## src/rtl/mem_port_arbiter_pkg.sv

```systemverilog
`default_nettype none
// ============================================================================
// Module      : mem_port_arbiter_pkg
// Description : Shared encodings for the memory line-port arbiter:
//               FSM state codes, owner encoding and default widths.
// Revision    : 1.0  initial release
// ============================================================================
package mem_port_arbiter_pkg;

  localparam int DEF_ADDR_W = 32;
  localparam int DEF_LINE_W = 128;

  localparam logic [1:0] ST_IDLE  = 2'd0;
  localparam logic [1:0] ST_ISSUE = 2'd1;
  localparam logic [1:0] ST_RESP  = 2'd2;

  localparam logic OWN_IC = 1'b0;
  localparam logic OWN_DC = 1'b1;

  typedef enum logic [1:0] {
    S_IDLE  = ST_IDLE,
    S_ISSUE = ST_ISSUE,
    S_RESP  = ST_RESP
  } state_t;

endpackage
`default_nettype wire

```

## src/rtl/mem_port_arbiter_rr.sv

```systemverilog
`default_nettype none
// ============================================================================
// Module      : rr_arbiter2
// Description : Two-way round-robin pick between I-cache and D-cache.
//               Grant is combinational; the last winner is registered and
//               only advances when the grant is actually taken.
// Revision    : 1.0  initial release
// ============================================================================
module rr_arbiter2
  import mem_port_arbiter_pkg::*;
(
  input  logic iClk,
  input  logic iRst_n,
  input  logic iReqIc,
  input  logic iReqDc,
  input  logic iTake,
  output logic oValid,
  output logic oOwner
);

  logic r_lastGrant;

  // Pick the lone requester, or on a tie the one that did not win last time
  always_comb begin
    oValid = iReqIc | iReqDc;
    oOwner = OWN_IC;
    if (iReqIc && iReqDc) begin
      oOwner = ~r_lastGrant;
    end else if (iReqDc) begin
      oOwner = OWN_DC;
    end
  end

  // Remember the winner; reset favours the D-cache on the first tie
  always_ff @(posedge iClk or negedge iRst_n) begin
    if (!iRst_n) begin
      r_lastGrant <= OWN_IC;
    end else if (iTake && oValid) begin
      r_lastGrant <= oOwner;
    end
  end

endmodule
`default_nettype wire

```

## src/rtl/mem_port_arbiter.sv

```systemverilog
`default_nettype none
// ============================================================================
// Module      : mem_port_arbiter
// Description : Shares the main-memory line port between the I-cache and
//               D-cache miss engines, one outstanding line at a time,
//               round-robin between the two requesters.
// Revision    : 1.0  initial release
// ============================================================================
module mem_port_arbiter
  import mem_port_arbiter_pkg::*;
#(
  parameter int ADDR_W = DEF_ADDR_W,
  parameter int LINE_W = DEF_LINE_W
) (
  input  logic              iClk,
  input  logic              iRst_n,
  input  logic              iIcReq,
  input  logic [ADDR_W-1:0] iIcAddr,
  output logic              oIcAck,
  output logic [LINE_W-1:0] oIcData,
  input  logic              iDcReq,
  input  logic              iDcWe,
  input  logic [ADDR_W-1:0] iDcAddr,
  input  logic [LINE_W-1:0] iDcWdata,
  output logic              oDcAck,
  output logic [LINE_W-1:0] oDcData,
  output logic              oMemReq,
  output logic              oMemWe,
  output logic [ADDR_W-1:0] oMemAddr,
  output logic [LINE_W-1:0] oMemWdata,
  input  logic              iMemAck,
  input  logic [LINE_W-1:0] iMemRdata
);

  state_t            r_state;
  state_t            w_nextState;
  logic              r_owner;
  logic              r_we;
  logic [ADDR_W-1:0] r_addr;
  logic [LINE_W-1:0] r_wdata;
  logic [LINE_W-1:0] r_icData;
  logic [LINE_W-1:0] r_dcData;
  logic              w_grantValid;
  logic              w_grantOwner;
  logic              w_take;

  assign w_take = (r_state == S_IDLE) && w_grantValid;

  rr_arbiter2 u_rr (
    .iClk   (iClk),
    .iRst_n (iRst_n),
    .iReqIc (iIcReq),
    .iReqDc (iDcReq),
    .iTake  (w_take),
    .oValid (w_grantValid),
    .oOwner (w_grantOwner)
  );

  // State register
  always_ff @(posedge iClk or negedge iRst_n) begin
    if (!iRst_n) begin
      r_state <= S_IDLE;
    end else begin
      r_state <= w_nextState;
    end
  end

  // Next state plus the handshake outputs that depend only on state/owner
  always_comb begin
    w_nextState = r_state;
    oMemReq     = 1'b0;
    oIcAck      = 1'b0;
    oDcAck      = 1'b0;
    case (r_state)
      S_IDLE: begin
        if (w_grantValid) w_nextState = S_ISSUE;
      end
      S_ISSUE: begin
        oMemReq = 1'b1;
        if (iMemAck) w_nextState = S_RESP;
      end
      S_RESP: begin
        oIcAck      = (r_owner == OWN_IC);
        oDcAck      = (r_owner == OWN_DC);
        w_nextState = S_IDLE;
      end
      default: w_nextState = S_IDLE;
    endcase
  end

  // Latch the winner's request so later changes on the cache side are ignored
  always_ff @(posedge iClk or negedge iRst_n) begin
    if (!iRst_n) begin
      r_owner <= OWN_IC;
      r_we    <= 1'b0;
      r_addr  <= '0;
      r_wdata <= '0;
    end else if (w_take) begin
      r_owner <= w_grantOwner;
      if (w_grantOwner == OWN_DC) begin
        r_we    <= iDcWe;
        r_addr  <= iDcAddr;
        r_wdata <= iDcWdata;
      end else begin
        r_we    <= 1'b0;
        r_addr  <= iIcAddr;
        r_wdata <= '0;
      end
    end
  end

  // Capture returned lines; write-backs leave the D-cache line untouched
  always_ff @(posedge iClk or negedge iRst_n) begin
    if (!iRst_n) begin
      r_icData <= '0;
      r_dcData <= '0;
    end else if ((r_state == S_ISSUE) && iMemAck) begin
      if (r_owner == OWN_IC) begin
        r_icData <= iMemRdata;
      end else if (!r_we) begin
        r_dcData <= iMemRdata;
      end
    end
  end

  assign oMemWe    = r_we;
  assign oMemAddr  = r_addr;
  assign oMemWdata = r_wdata;
  assign oIcData   = r_icData;
  assign oDcData   = r_dcData;

  aAckExclusive: assert property (@(posedge iClk) disable iff (!iRst_n)
    !(oIcAck && oDcAck));
  aMemReqOnlyIssue: assert property (@(posedge iClk) disable iff (!iRst_n)
    oMemReq |-> (r_state == S_ISSUE));
  aIcAckPulse: assert property (@(posedge iClk) disable iff (!iRst_n)
    oIcAck |=> !oIcAck);
  aDcAckPulse: assert property (@(posedge iClk) disable iff (!iRst_n)
    oDcAck |=> !oDcAck);
  aIcReqHeld: assert property (@(posedge iClk) disable iff (!iRst_n)
    ((r_state == S_ISSUE) && (r_owner == OWN_IC)) |-> iIcReq);
  aDcReqHeld: assert property (@(posedge iClk) disable iff (!iRst_n)
    ((r_state == S_ISSUE) && (r_owner == OWN_DC)) |-> iDcReq);

endmodule
`default_nettype wire

```

## config.mk

```make
export PLATFORM = sky130hd
export DESIGN_NAME = mem_port_arbiter
export DESIGN_NICKNAME = d
export VERILOG_FILES = /design/src/rtl/mem_port_arbiter_pkg.sv /design/src/rtl/mem_port_arbiter_rr.sv /design/src/rtl/mem_port_arbiter.sv
export SDC_FILE = /design/constraint.sdc
export NUM_CORES = 1
export LEC_CHECK = 0
export CORE_AREA = 5 5 288 290
export DETAILED_ROUTE_END_ITERATION = 16
export DIE_AREA = 0 0 293 295
export DONT_BUFFER_PORTS = 1
export HOLD_SLACK_MARGIN = 0.08
export MAX_ROUTING_LAYER = met4
export SYNTH_ARGS = -nofsm -noshare
export SYNTH_HDL_FRONTEND = slang
export SYNTH_SLANG_ARGS = --single-unit
```

## constraint.sdc

```tcl
create_clock -name iClk -period 4.7 [get_ports iClk]
set_input_delay 0.47 -clock iClk [delete_from_list [all_inputs] [get_ports iClk]]
set_output_delay 0.47 -clock iClk [all_outputs]
set_load 0.005 [all_outputs]
```

; ---- Yosys cells after proc, flatten, opt, wreduce, memory -nomap -nowiden
; Cells that the tools add are included.
; W data, S select, Z words.
[word_totals]
reg_bits = 421
inputBits = 326
out_inout_bits = 420
wordCells = 35
[op_classes]
eq_ne = 4
n_mux = 11
n_bitwise = 4
n_reduce_logical = 8
[ops]
columns = op, n
row1 = $mux W128, 1
row2 = $mux W32, 1
row3 = $mux W1, 6
row4 = $logic_and A1 B1 Y1, 4
row5 = $mux W2, 2
row6 = $pmux W2 S2, 1
row7 = $reduce_and A2 Y1, 2
row8 = $not A1 Y1, 3
row9 = $reduce_and A3 Y1, 1
row10 = $eq A2 B1 Y1 const B, 1
row11 = $eq A2 B2 Y1 const B, 1
row12 = $logic_not A2 Y1, 1
row13 = $ne A2 B1 Y1 const B, 1
row14 = $ne A2 B2 Y1 const B, 1
row15 = $or A1 B1 Y1, 1

; ---- Depth between registers and ports, before layout
; Gate-level depths: netlist of the first run.
[logic_depth]
word_depth = 3
ltp_mapped = 6
depth_no_buf = 3

; ---- Hierarchy
; From an unflattened synthesis of the first run, not the netlist that was laid out.
[hier_totals]
cells_unflattened = 1260
area_unflattened_um2 = 16253.1
[by_module_without_submodules]
columns = mod, instances, cells_per_inst, area_each_um2, seq_area_each_um2
row1 = mem_port_arbiter, 1, 1255, 16203.0, 10510.1
row2 = rr_arbiter2, 1, 5, 50.0, 25.0

; ---- Least setup slack after synthesis of the first run
; Ideal clock, no wire load.
[synth_path]
path_kind = input to register
from = input port iDcReq
to = register r_addr[0], in the netlist oMemAddr[0]
setup_ns = 0.125
arrival_time_ns = 1.516
required_ns = 4.575
path_slack_ns = 3.060
stages = 5
n_path_buf = 2
cell_sequence = a21bo_2 -> buf_2 -> buf_6 -> mux2_2 -> mux2_2
[synth_via]
elab_chain_cells = 3
word_cells_on_any_way = 6
classes_between = mux: 3 / bitwise: 1 / reduce/logical: 2
[synth_lines]
columns = item, line
row1 = start: declaration, mem_port_arbiter.sv:21  ; input logic iDcReq,
row2 = $mux W1 / $logic_and A1 B1 Y1 (equally long branches), "mem_port_arbiter_rr.sv:29, mem_port_arbiter_rr.sv:27"
row3 = $mux W1, mem_port_arbiter_rr.sv:27  ; if (iReqIc && iReqDc) begin
row4 = $mux W32, mem_port_arbiter.sv:100  ; if (w_grantOwner == OWN_DC) begin
row5 = end signal: assignment, mem_port_arbiter.sv:102  ; r_addr <= iDcAddr;
row6 = end signal: assignment, mem_port_arbiter.sv:106  ; r_addr <= iIcAddr;
row7 = end: declaration, mem_port_arbiter.sv:39  ; logic [ADDR_W-1:0] r_addr;
; Several ways; a longest one is shown, not always the timed one.
; A chain may end at the register's enable or synchronous reset.

; ---- Worst setup path in the final report of the first run
[layout_path]
from = register r_state[1]
to = register r_icData[3], in the netlist oIcData[3]
[layout_via]
elab_chain_cells = 3
[layout_lines]
columns = item, line
row1 = start: declaration, mem_port_arbiter.sv:35  ; state_t r_state;
row2 = start signal: assignment, mem_port_arbiter.sv:64  ; r_state <= w_nextState;
row3 = $eq A2 B1 Y1, mem_port_arbiter.sv:117  ; end else if ((r_state == S_ISSUE) && iMemAck) begin
row4 = $logic_and A1 B1 Y1, mem_port_arbiter.sv:117
row5 = $reduce_and A2 Y1 (no source line), n/a
row6 = end signal: assignment, mem_port_arbiter.sv:119  ; r_icData <= iMemRdata;
row7 = end: declaration, mem_port_arbiter.sv:41  ; logic [LINE_W-1:0] r_icData;
; No other way between the ends.

==> metrics.md, run 1 <==
| Metric | Value |
|---|---|
| H-tree levels | `2` |
| Post-CTS Resized | `0` |
| Initial antenna violation count | `11` |
| Number of max-cap violations | `0` |
| WL met2 | `24.85 mm` |
| GRT Util Overall | `10.61%` |
| Syn Nets | `1273` |
| Post-Syn Instances | `947` |
| Core ar. | `0.08003 mm²` |
| Synthesized area per cell | `16.72 µm²` |
| Final wirelength | `48.37 mm` |
| DRT iter0 DRCs | `362` |
| VDD IR max | `approximately 480 µV` |
| Fin cells | `~2300` |
| First-pass GRT wire length | `69.56 mm` |
| Failing checks | `negative hold slack` |
| Hold Crit Class | `in -> async` |
| Sequential cell area | `0.01051 mm²` |
| Status | `finished with violations` |
| Synth Area in Adders | `0%` |
| Final setup viols | `0` |
| Final #Nets | `1521` |
| Largest net degree at the start of global routing | `around 420` |
| Async set-reset flop share out of synthesis | `100.0%` |
| Post-Route Skew | `16.23 ps` |
| Worst Hold Margin | `-382.5 ps` |
| Filler cell count | `8027` |
| Critical Path Fanout Max | `79` |
| Setup bufs post-CTS | `0` |
| WP buf/inv | `1` |
| Setup TNS | `0 ps` |
| Gr ovfl total | `0` |
| WL met3 | `4.652 mm` |
| Vias post-DR | `9424` |
| IO Pins | `746` |
| Die width | `just under 300 µm` |
| Seq/Total Area, Yosys | `66.37%` |
| Final Slew Violations | `0` |
| Top sig layer | `met4` |
| Top post-synthesis cells by area | `dfrtp_1, mux2_2, a22o_1` |
| Fin crit period | `2434 ps` |
| Buffers on Ports | `0` |
| Final Hold Fails | `420` |
| Insertion delay to the later sink of the worst-skew pair | `560 ps` |
| Crit path kind | `reg -> reg` |
| Synth Area in XOR/XNOR | `0%` |
| Inst Count DP | `between 1500 and 2000` |
| Worst-path cell chain | `nand3b_1 -> nor2_4 -> buf_12 -> mux2_2` |
| Vias in the first global route | `10505` |
| Slowest stage delay, CP | `540 ps` |
| Synthesized area | `roughly 0.016 mm²` |
| Area leader, netlist | `dfrtp_1` |
| Largest family of logic cells by synthesized area | `multiplexers` |
| Crit end category | `flop` |
| Multi-input logic area | `between 0.004 and 0.005 mm²` |
| Warnings from Yosys | `0` |
| R2R setup slack | `between 2000 and 2500 ps` |
| Multiplexer share of the synthesized area | `a little under a quarter` |
| Full die area | `0.08644 mm²` |
| Die Ht | `295 µm` |
| Hold_buf cts | `260` |
| Routed Antenna Nets | `0` |
| Cell Pwr Density | `approximately 670 mW/mm²` |
| Yosys reg bits | `420` |
| CTS Sinks | `420` |
| Starting Density | `19.79%` |
| Final GP Congestion | `0.7902` |
| Clk pin slew, worst setup/hold paths | `60 ps` |
| Routed len/inst | `21.06 µm` |
| Simple-gate portion of the synthesized area | `less than 1%` |
| Startpoint Class | `flop` |
| Count leader, synth | `dfrtp_1` |
| Post-detail-place hpwl | `33.30 mm` |
| Area Growth Syn to Fin | `32.54%` |
| FP Rows | `about 100` |
| Drt pass-1 iters | `6` |
| M1 wire length | `16.56 mm` |
| Synth cell types | `18` |
| Post-synth EDFFs | `0` |
| TritonCTS clock tree | `yes` |
| Top_reg_cell synth | `dfrtp_1` |
| Share of layout cells above drive strength 1 | `33.09%` |
| DRC | `0` |
| CTS max path bufs | `3` |
| Setup repair after global routing missed its margin | `no` |
| Root Driver | `clkbuf_16` |
| Top post-synthesis cells by count | `dfrtp_1, mux2_2, a22o_1, buf_6` |
| Delay-heaviest family, CP | `simple AND/OR/NAND/NOR gates` |
| TritonCTS Buffers | `44` |
| Arr. time, crit path | `2870 ps` |
| Share of the synthesized area in the top cell type | `66.37%` |
| Compound-cell area share of the yosys netlist | `7.308%` |
| Worst slack, placed | `2231 ps` |
| Final WS setup | `2266 ps` |
| Fmax | `410.8 MHz` |
| Vias/cell | `4.103` |
| Fin crit share | `51.79%` |
| Least-Margin Pin Slew | `~900 ps` |
| Static leakage | `8.799 nW` |
| Max-slew headroom | `39.84%` |
| CP required | `roughly 5100 ps` |
| Slowest-stage cell, CP | `nor2_4` |
## area by class of cell
| cell class | count | share of cell area, % |
|---|---|---|
| flip-flops and latches | 420 | 50.07 |
| multi-input cells | 461 | 23.12 |
| repair buffers | 266 | 12.97 |
| well taps | 1060 | 6.319 |
| clock buffers | 59 | 6.140 |
| clock inverters | 19 | 1.228 |
| diodes | 10 | 0.1192 |
| inverters | 2 | 0.03577 |
## stage by stage
step / utilization [%] / area (µm²) / hold WS [ps] / total power [mW]
finish: 26.23 / 20990 / -382.5 / 14.10
global route: 26.23 / 20990 / -447.4 / 14.83
CTS: 26.20 / 20970 / -428.6 / 14.22
detailed placement: 21.01 / 16820 / 184.7 / 10.27
global placement: 21.01 / 16820 / 184.5 / 10.06
floorplan: - / 15840 / 174.4 / 9.154
## kinds of logic after synthesis
| group | count (synthesis) |
|---|---|
| AND/OR/NAND/NOR | 8 |
| AO/OA/AOI/OAI | 133 |
| buffers and inverters | 66 |
| flip-flops | 420 |
| multiplexers | 320 |
## routing by layer
metal / GRT usage, % / vias to the layer above
li1: - / 3969
met1: 10.96 / 4794
met2: 18.30 / 551
met3: 3.733 / 110
met4: 4.722 / 0
met5: - / -
## worst register-to-register path, stage by stage (launching register included)
cell and delay [ps]:
dfrtp_1 450, nand3b_1 320, nor2_4 540, buf_12 360
mux2_2 640
## where the power goes
part,internal [mW],switching [mW],total [mW]
clock,2.25,1.43,3.68
sequential,5.48,1.84,7.31
combinational,1.92,1.18,3.10
## state kept, by name (all words and copies together) (netlist names)
register	cells
oDcData	128
oIcData	128
oMemAddr	32
oMemWdata	128
oMemWe	1
r_owner	1
r_state	2
## cell usage in the layout, fill, tap and decap left out, types with 2 or more instances in the layout
| cell | instances |
|---|---|
| diode_2 | 10 |
| buf_12 | 6 |
| clkinv_2 | 9 |
| clkbuf_8 | 11 |
| dlygate4sd3_1 | 260 |
| mux2_2 | 320 |
| inv_6 | 2 |
| clkbuf_1 | 3 |
| clkinvlp_4 | 2 |
| bufinv_16 | 6 |
| inv_1 | 2 |
| a22o_1 | 129 |
| dfrtp_1 | 420 |
| clkbuf_16 | 45 |
## worst paths after layout
| check | start | endpoint | depth (start not counted) |
|---|---|---|---|
| setup / recovery | r_state[1]$_DFFE_PN0P_ | oIcData[3]$_DFFE_PN0P_ | 4 |
| max in group asynchronous | iRst_n | oMemWdata[26]$_DFFE_PN0P_ | 0 |
| hold / removal | iRst_n | oIcData[12]$_DFFE_PN0P_ | 0 |
| setup reg to reg | r_state[1]$_DFFE_PN0P_ | oIcData[3]$_DFFE_PN0P_ | 4 |
| min in group iClk | iDcReq | r_owner$_DFFE_PN0P_ | 2 |
| hold reg to reg | oDcData[45]$_DFFE_PN0P_ | oDcData[45]$_DFFE_PN0P_ | 1 |
Power figures use the tool's default switching activity.
==> inputs of run 2 (changes only) <==
clock period = 2.52 ns   (was 4.7 ns; I/O delays follow)
==> run 2 against run 1 <==
- critical endpoint is now oMemAddr[14]$_DFFE_PN0P_
- routed wire length is 3.0% higher
- worst setup slack worse by 2200 ps
- the flow finishes with violations (negative hold slack, max-slew violations)
- utilization is 1.0 points higher
- hold slack worse by 230 ps
==> metrics.md, run 2 (synthesis gave the netlist of run 1 again) <==
| Metric | Value |
|---|---|
| Cell Pwr Density | `1224 mW/mm² (+82%)` |
| Final setup viols | `0 (unchanged)` |
| DRC | `0 (unchanged)` |
| Routed len/inst | `20.95 µm (-0.52%)` |
| CP required | `2960 ps (-2170 ps)` |
| Final Cell Area | `0.02182 mm² (+4.0%)` |
| Final GP Congestion | `0.7869 (-0.42%)` |
| Most used cell, CP | `mux2_2` |
| Root Driver | `clkbuf_16` |
| Starting Density | `19.79% (unchanged)` |
| Full die area | `0.08644 mm² (unchanged)` |
| Critical Path Fanout Max | `32 (-59%)` |
| Core ar. | `0.08003 mm² (unchanged)` |
| Die Ht | `295 µm (unchanged)` |
| Fin crit share | `97.50% (+46 points)` |
| Share of layout cells above drive strength 1 | `31.68% (-1.4 points)` |
| Crit Reg-Reg Endpoint | `oMemAddr[14]$_DFFE_PN0P_` |
| Arr. time, crit path | `2900 ps (+30 ps)` |
| Vias/cell | `4.170 (+1.6%)` |
| H-tree levels | `2 (unchanged)` |
| M1 wire length | `16.85 mm (+1.8%)` |
| Worst slack, placed | `306.2 ps (-1925 ps)` |
| Routed Antenna Nets | `0 (unchanged)` |
| IO Pins | `746 (unchanged)` |
| Max-slew headroom | `-1.091% (-41 points)` |
| Area Growth Syn to Fin | `37.79%` |
| VDD IR max | `607.9 µV (+28%)` |
| CTS max path bufs | `3 (unchanged)` |
| Setup bufs post-CTS | `0 (unchanged)` |
| Number of max-cap violations | `0 (unchanged)` |
| FF-to-FF Start | `r_owner$_DFFE_PN0P_` |
| Clk pin slew, worst setup/hold paths | `60 ps (about the same)` |
| Hold Crit Class | `in -> async` |
| Multi-input logic area | `0.004852 mm² (unchanged)` |
| R2R setup slack | `60 ps (-2200 ps)` |
| Final wirelength | `49.83 mm (+3.0%)` |
| Vias post-DR | `9921 (+5.3%)` |
| Crit end category | `flop` |
| Top sig layer | `met4` |
| DRT iter0 DRCs | `318 (-12%)` |
| Filler cell count | `7928 (-1.2%)` |
| Post-detail-place hpwl | `33.85 mm (+1.7%)` |
| Setup repair after global routing missed its margin | `no` |
| Final Slew Violations | `38 (+38)` |
| Drt pass-1 iters | `4 (-2)` |
| Dpl cell area | `0.01695 mm² (+0.80%)` |
| WL met2 | `26.25 mm (+5.6%)` |
| CTS Sinks | `420 (unchanged)` |
| WL met3 | `4.952 mm (+6.4%)` |
| Most common cell after layout, fill and taps aside | `dfrtp_1` |
| Final #Nets | `1603 (+5.4%)` |
| Final Hold Fails | `420 (unchanged)` |
| Least-Margin Pin Slew | `1516 ps (+614.0 ps)` |
| GRT Util Overall | `10.98% (+0.37 points)` |
| Setup TNS | `0 ps (unchanged)` |
| Slowest stage delay, CP | `560 ps (+20 ps)` |
| Buffers on Ports | `0 (unchanged)` |
| Sequential cell area | `0.01051 mm² (unchanged)` |
| Hold_buf cts | `328 (+26%)` |
| TritonCTS Buffers | `45 (+2.3%)` |
| Status | `finished with violations` |
| Critical Path Sink | `oMemAddr[14]$_DFFE_PN0P_` |
| Gr ovfl total | `0 (unchanged)` |
| Cells on worst reg2reg path | `5 (+1)` |
| Vias in the first global route | `11037 (+5.1%)` |
| FP Rows | `104 (unchanged)` |
| Initial antenna violation count | `10 (-1)` |
| Worst Hold Margin | `-608.2 ps (-225.7 ps)` |
| CP startpoint | `r_owner$_DFFE_PN0P_` |
| Failing checks | `negative hold slack, max-slew violations` |
| Insertion delay to the later sink of the worst-skew pair | `560 ps (about the same)` |
| First-pass GRT wire length | `72.17 mm (+3.8%)` |
| Die width | `293 µm (unchanged)` |
| Crit path kind | `reg -> reg` |
| Static leakage | `9.160 nW (+4.1%)` |
| Fin crit period | `2457 ps (+22.72 ps)` |
| Slowest-stage cell, CP | `dlygate4sd3_1` |
| Most frequent cells in the layout | `dfrtp_1, dlygate4sd3_1, mux2_2` |
| Startpoint Class | `flop` |
| TritonCTS clock tree | `yes` |
| Worst-path cell chain | `a21bo_2 -> buf_6 -> mux2_2 -> dlygate4sd3_1 -> mux2_2` |
| Fmax | `407.0 MHz (-0.92%)` |
| Largest net degree at the start of global routing | `421 (unchanged)` |
| Post-Route Skew | `18.59 ps (+2.359 ps)` |
| Final WS setup | `63.12 ps (-2203 ps)` |
## run 2: cell count changes in the layout (fill, tap and decap cells not counted), moves of 2 or more
cell | before | now
clkinv_4 | 0 | 2
buf_4 | 0 | 9
clkbuf_8 | 11 | 7
clkinv_2 | 9 | 5
clkbuf_1 | 3 | 9
dlygate4sd3_1 | 260 | 328
clkbuf_16 | 45 | 47
buf_12 | 6 | 9
## run 2: timing repair
| action | 4_1_cts | 5_1_grt |
|---|---|---|
| resized for setup | 0 | 1 |
| hold endpoints to repair | 840 | 420 |
| endpoints found under the setup margin | 0 | 23 |
## run 2: final cells by class
cell class | instances | share of cell area [%]
Sequential cell | 420 | 48.17
Multi-Input combinational cell | 461 | 22.24
Clock buffer | 63 | 5.986
Clock inverter | 17 | 1.164
Tap cell | 1060 | 6.078
Inverter | 2 | 0.03440
Antenna cell | 9 | 0.1032
Timing Repair Buffer | 347 | 16.23
## run 2: worst min-delay path by stage
stage               cells after the start  slack [ps]                       to    from
finish                                  0        -610  oDcData[14]$_DFFE_PN0P_  iRst_n
global route                            0        -660  oDcData[35]$_DFFE_PN0P_  iRst_n
CTS                                     0        -660  oIcData[12]$_DFFE_PN0P_  iRst_n
detailed placement                      0         -30  oIcData[12]$_DFFE_PN0P_  iRst_n
global placement                        0         -30  oIcData[12]$_DFFE_PN0P_  iRst_n
floorplan                               0         -40   oDcData[0]$_DFFE_PN0P_  iRst_n
## run 2: per-stage QoR
stage / power, mW / util [%] / std cells
floorplan: 17.07 / - / 947
global placement: 18.97 / 21.18 / 1962
detailed placement: 19.32 / 21.18 / 1962
CTS: 26.97 / 27.23 / 2370
global route: 28.11 / 27.26 / 2378
finish: 26.71 / 27.27 / 2379
## run 2: per-layer routing
metal  vias up  track usage, %
met2       591           19.66
met4         0           4.029
li1       4138               -
met5         -               -
met1      5088           11.06
met3       104           3.921
## run 2: worst max-delay path: cells and delay by family (launching register included)
family | cells | cell delay [ps]
compound gates | 1 | 240
buf+inv | 2 | 860
flops | 1 | 530
mux | 2 | 650
## run 2: power breakdown
group | leakage, nW | switching, mW | internal [mW]
clock network | 0.758 | 2.68 | 4.23
registers | 5.14 | 3.49 | 10.2
logic | 3.26 | 2.27 | 3.82
total | 9.16 | 8.44 | 18.3
==> inputs of run 3 (changes only) <==
CORE_AREA = 3 3 286 288   (was 5 5 288 290)
DIE_AREA = 0 0 289 291   (was 0 0 293 295)
==> run 3 against run 2 <==
- non-clock buffer count grew 1
- the flow finishes with violations (negative hold slack)
- critical endpoint is now oMemAddr[25]$_DFFE_PN0P_
- design area down 0.16%
- maximum frequency up 0.64%
==> metrics.md, run 3 (synthesis gave the netlist of run 1 again) <==
| Metric | Value |
|---|---|
| VDD IR max | `640.8 µV (+5.4%)` |
| Static leakage | `9.166 nW (about the same)` |
| Number of max-cap violations | `0 (unchanged)` |
| Gr ovfl total | `0 (unchanged)` |
| Post-detail-place hpwl | `36.52 mm (+7.9%)` |
| Vias in the first global route | `11158 (+1.1%)` |
| Worst slack, placed | `421.1 ps (+114.9 ps)` |
| H-tree levels | `2 (unchanged)` |
| CP required | `2960 ps (about the same)` |
| Starting Density | `20.01% (+0.22 points)` |
| Final setup viols | `0 (unchanged)` |
| DRC | `0 (unchanged)` |
| FF-to-FF Start | `r_owner$_DFFE_PN0P_` |
| R2R setup slack | `80 ps (+20 ps)` |
| Routed Antenna Nets | `0 (unchanged)` |
| Fin cells | `2367 (-0.50%)` |
| Most frequent cells in the layout | `dfrtp_1, dlygate4sd3_1, mux2_2` |
| Hold_buf cts | `322 (-1.8%)` |
| Arr. time, crit path | `2880 ps (-20 ps)` |
| Vias/cell | `4.129 (-0.98%)` |
| First-pass GRT wire length | `73.33 mm (+1.6%)` |
| Buffers on Ports | `0 (unchanged)` |
| Crit end category | `flop` |
| Setup bufs post-CTS | `0 (unchanged)` |
| CTS Sinks | `420 (unchanged)` |
| Fmax | `409.6 MHz (+0.64%)` |
| Routed len/inst | `21.62 µm (+3.2%)` |
| Final Slew Violations | `0 (-100%)` |
| Setup repair after global routing missed its margin | `no` |
| Fin crit period | `2441 ps (-15.60 ps)` |
| Max-slew headroom | `41.12% (+42 points)` |
| Cells on worst reg2reg path | `5 (unchanged)` |
| IO Pins | `746 (unchanged)` |
| Clk pin slew, worst setup/hold paths | `60 ps (about the same)` |
| Insertion delay to the later sink of the worst-skew pair | `560 ps (about the same)` |
| TritonCTS Buffers | `44 (-2.2%)` |
| Drt pass-1 iters | `4 (unchanged)` |
| Final WS setup | `78.73 ps (+15.60 ps)` |
| Startpoint Class | `flop` |
| Setup TNS | `0 ps (unchanged)` |
| DRT iter0 DRCs | `267 (-16%)` |
| Vias post-DR | `9774 (-1.5%)` |
| Least-Margin Pin Slew | `883.2 ps (-633.2 ps)` |
| Core ar. | `0.07913 mm² (-1.1%)` |
| Post-CTS Resized | `0 (unchanged)` |
| Final Hold Fails | `420 (unchanged)` |
| Inst Count DP | `1959 (-0.15%)` |
| Worst Hold Margin | `-604.5 ps (+3.693 ps)` |
| Critical Path Sink | `oMemAddr[25]$_DFFE_PN0P_` |
| Largest net degree at the start of global routing | `421 (unchanged)` |
| Die Ht | `291 µm (-1.4%)` |
| Most common cell after layout, fill and taps aside | `dfrtp_1` |
| Status | `finished with violations` |
| Final #Nets | `1603 (unchanged)` |
| CTS max path bufs | `3 (unchanged)` |
| Die width | `289 µm (-1.4%)` |
| Failing checks | `negative hold slack` |
| Crit path kind | `reg -> reg` |
| Post-Route Skew | `11.21 ps (-7.377 ps)` |
| Total power | `26.89 mW (+0.68%)` |
| FP Rows | `103 (-0.96%)` |
| TritonCTS clock tree | `yes` |
| Initial antenna violation count | `7 (-3)` |
| Fin crit share | `96.88% (-0.62 points)` |
| Hold Crit Class | `in -> async` |
| Filler cell count | `7896 (-0.40%)` |
| GRT Util Overall | `11.79% (+0.81 points)` |
| Share of layout cells above drive strength 1 | `32.34% (+0.66 points)` |
| Area Growth Syn to Fin | `37.57%` |
| CP startpoint | `r_owner$_DFFE_PN0P_` |
| Final Cell Area | `0.02179 mm² (-0.16%)` |
| Final GP Congestion | `0.8172 (+3.9%)` |
| Root Driver | `clkbuf_16` |
| Critical Path Fanout Max | `33 (+3.1%)` |
| Cell Pwr Density | `1234 mW/mm² (+0.84%)` |
| Full die area | `0.08410 mm² (-2.7%)` |
| Final Core Density | `27.53% (+0.27 points)` |
| Crit Reg-Reg Endpoint | `oMemAddr[25]$_DFFE_PN0P_` |
| Dpl cell area | `0.01699 mm² (+0.24%)` |
| Final wirelength | `51.18 mm (+2.7%)` |
## run 3: changes by cell type in the layout (fill, tap and decap cells not counted), moves of 2 or more
cell / previous run / this run
clkbuf_1: 9 / 7
diode_2: 9 / 6
buf_4: 9 / 17
dlygate4sd3_1: 328 / 322
clkbuf_8: 7 / 5
clkinv_2: 5 / 9
## run 3: how the worst min path moves through the flow
stage,start,end,slack [ps]
floorplan,iRst_n,oDcData[0]$_DFFE_PN0P_,-40
global placement,iRst_n,oDcData[21]$_DFFE_PN0P_,-30
detailed placement,iRst_n,oDcData[21]$_DFFE_PN0P_,-30
CTS,iRst_n,oDcData[21]$_DFFE_PN0P_,-660
global route,iRst_n,oDcData[21]$_DFFE_PN0P_,-660
finish,iRst_n,oDcData[21]$_DFFE_PN0P_,-600
## run 3: cell type report
cell class	instances	area, µm²	share of cell area (%)
well taps	1050	1314	6.030
clock inverters	22	310.3	1.424
inverters	2	7.507	0.03446
multi-input cells	461	4852	22.27
clock buffers	58	1246	5.720
repair buffers	348	3531	16.21
diodes	6	15.01	0.06892
flip-flops and latches	420	10510	48.24
## run 3: power breakdown
part | switching, mW | internal [mW]
Combinational | 2.31 | 3.82
Sequential | 3.66 | 10.2
Clock | 2.69 | 4.20
Total | 8.66 | 18.2
## run 3: critical path, cell delays in order (launching register included)
cell and delay [ps]:
dfrtp_1 460, a21bo_2 170, buf_4 400, mux2_2 410
dlygate4sd3_1 570, mux2_2 260
## run 3: layer usage
metal / vias up / global-route usage, % / part of all wire [%]
met4: 0 / 5.569 / 4.9
met5: - / - / 0
li1: 4146 / - / -
met1: 4976 / 10.71 / 32
met2: 543 / 21.55 / 53
met3: 109 / 4.330 / 10
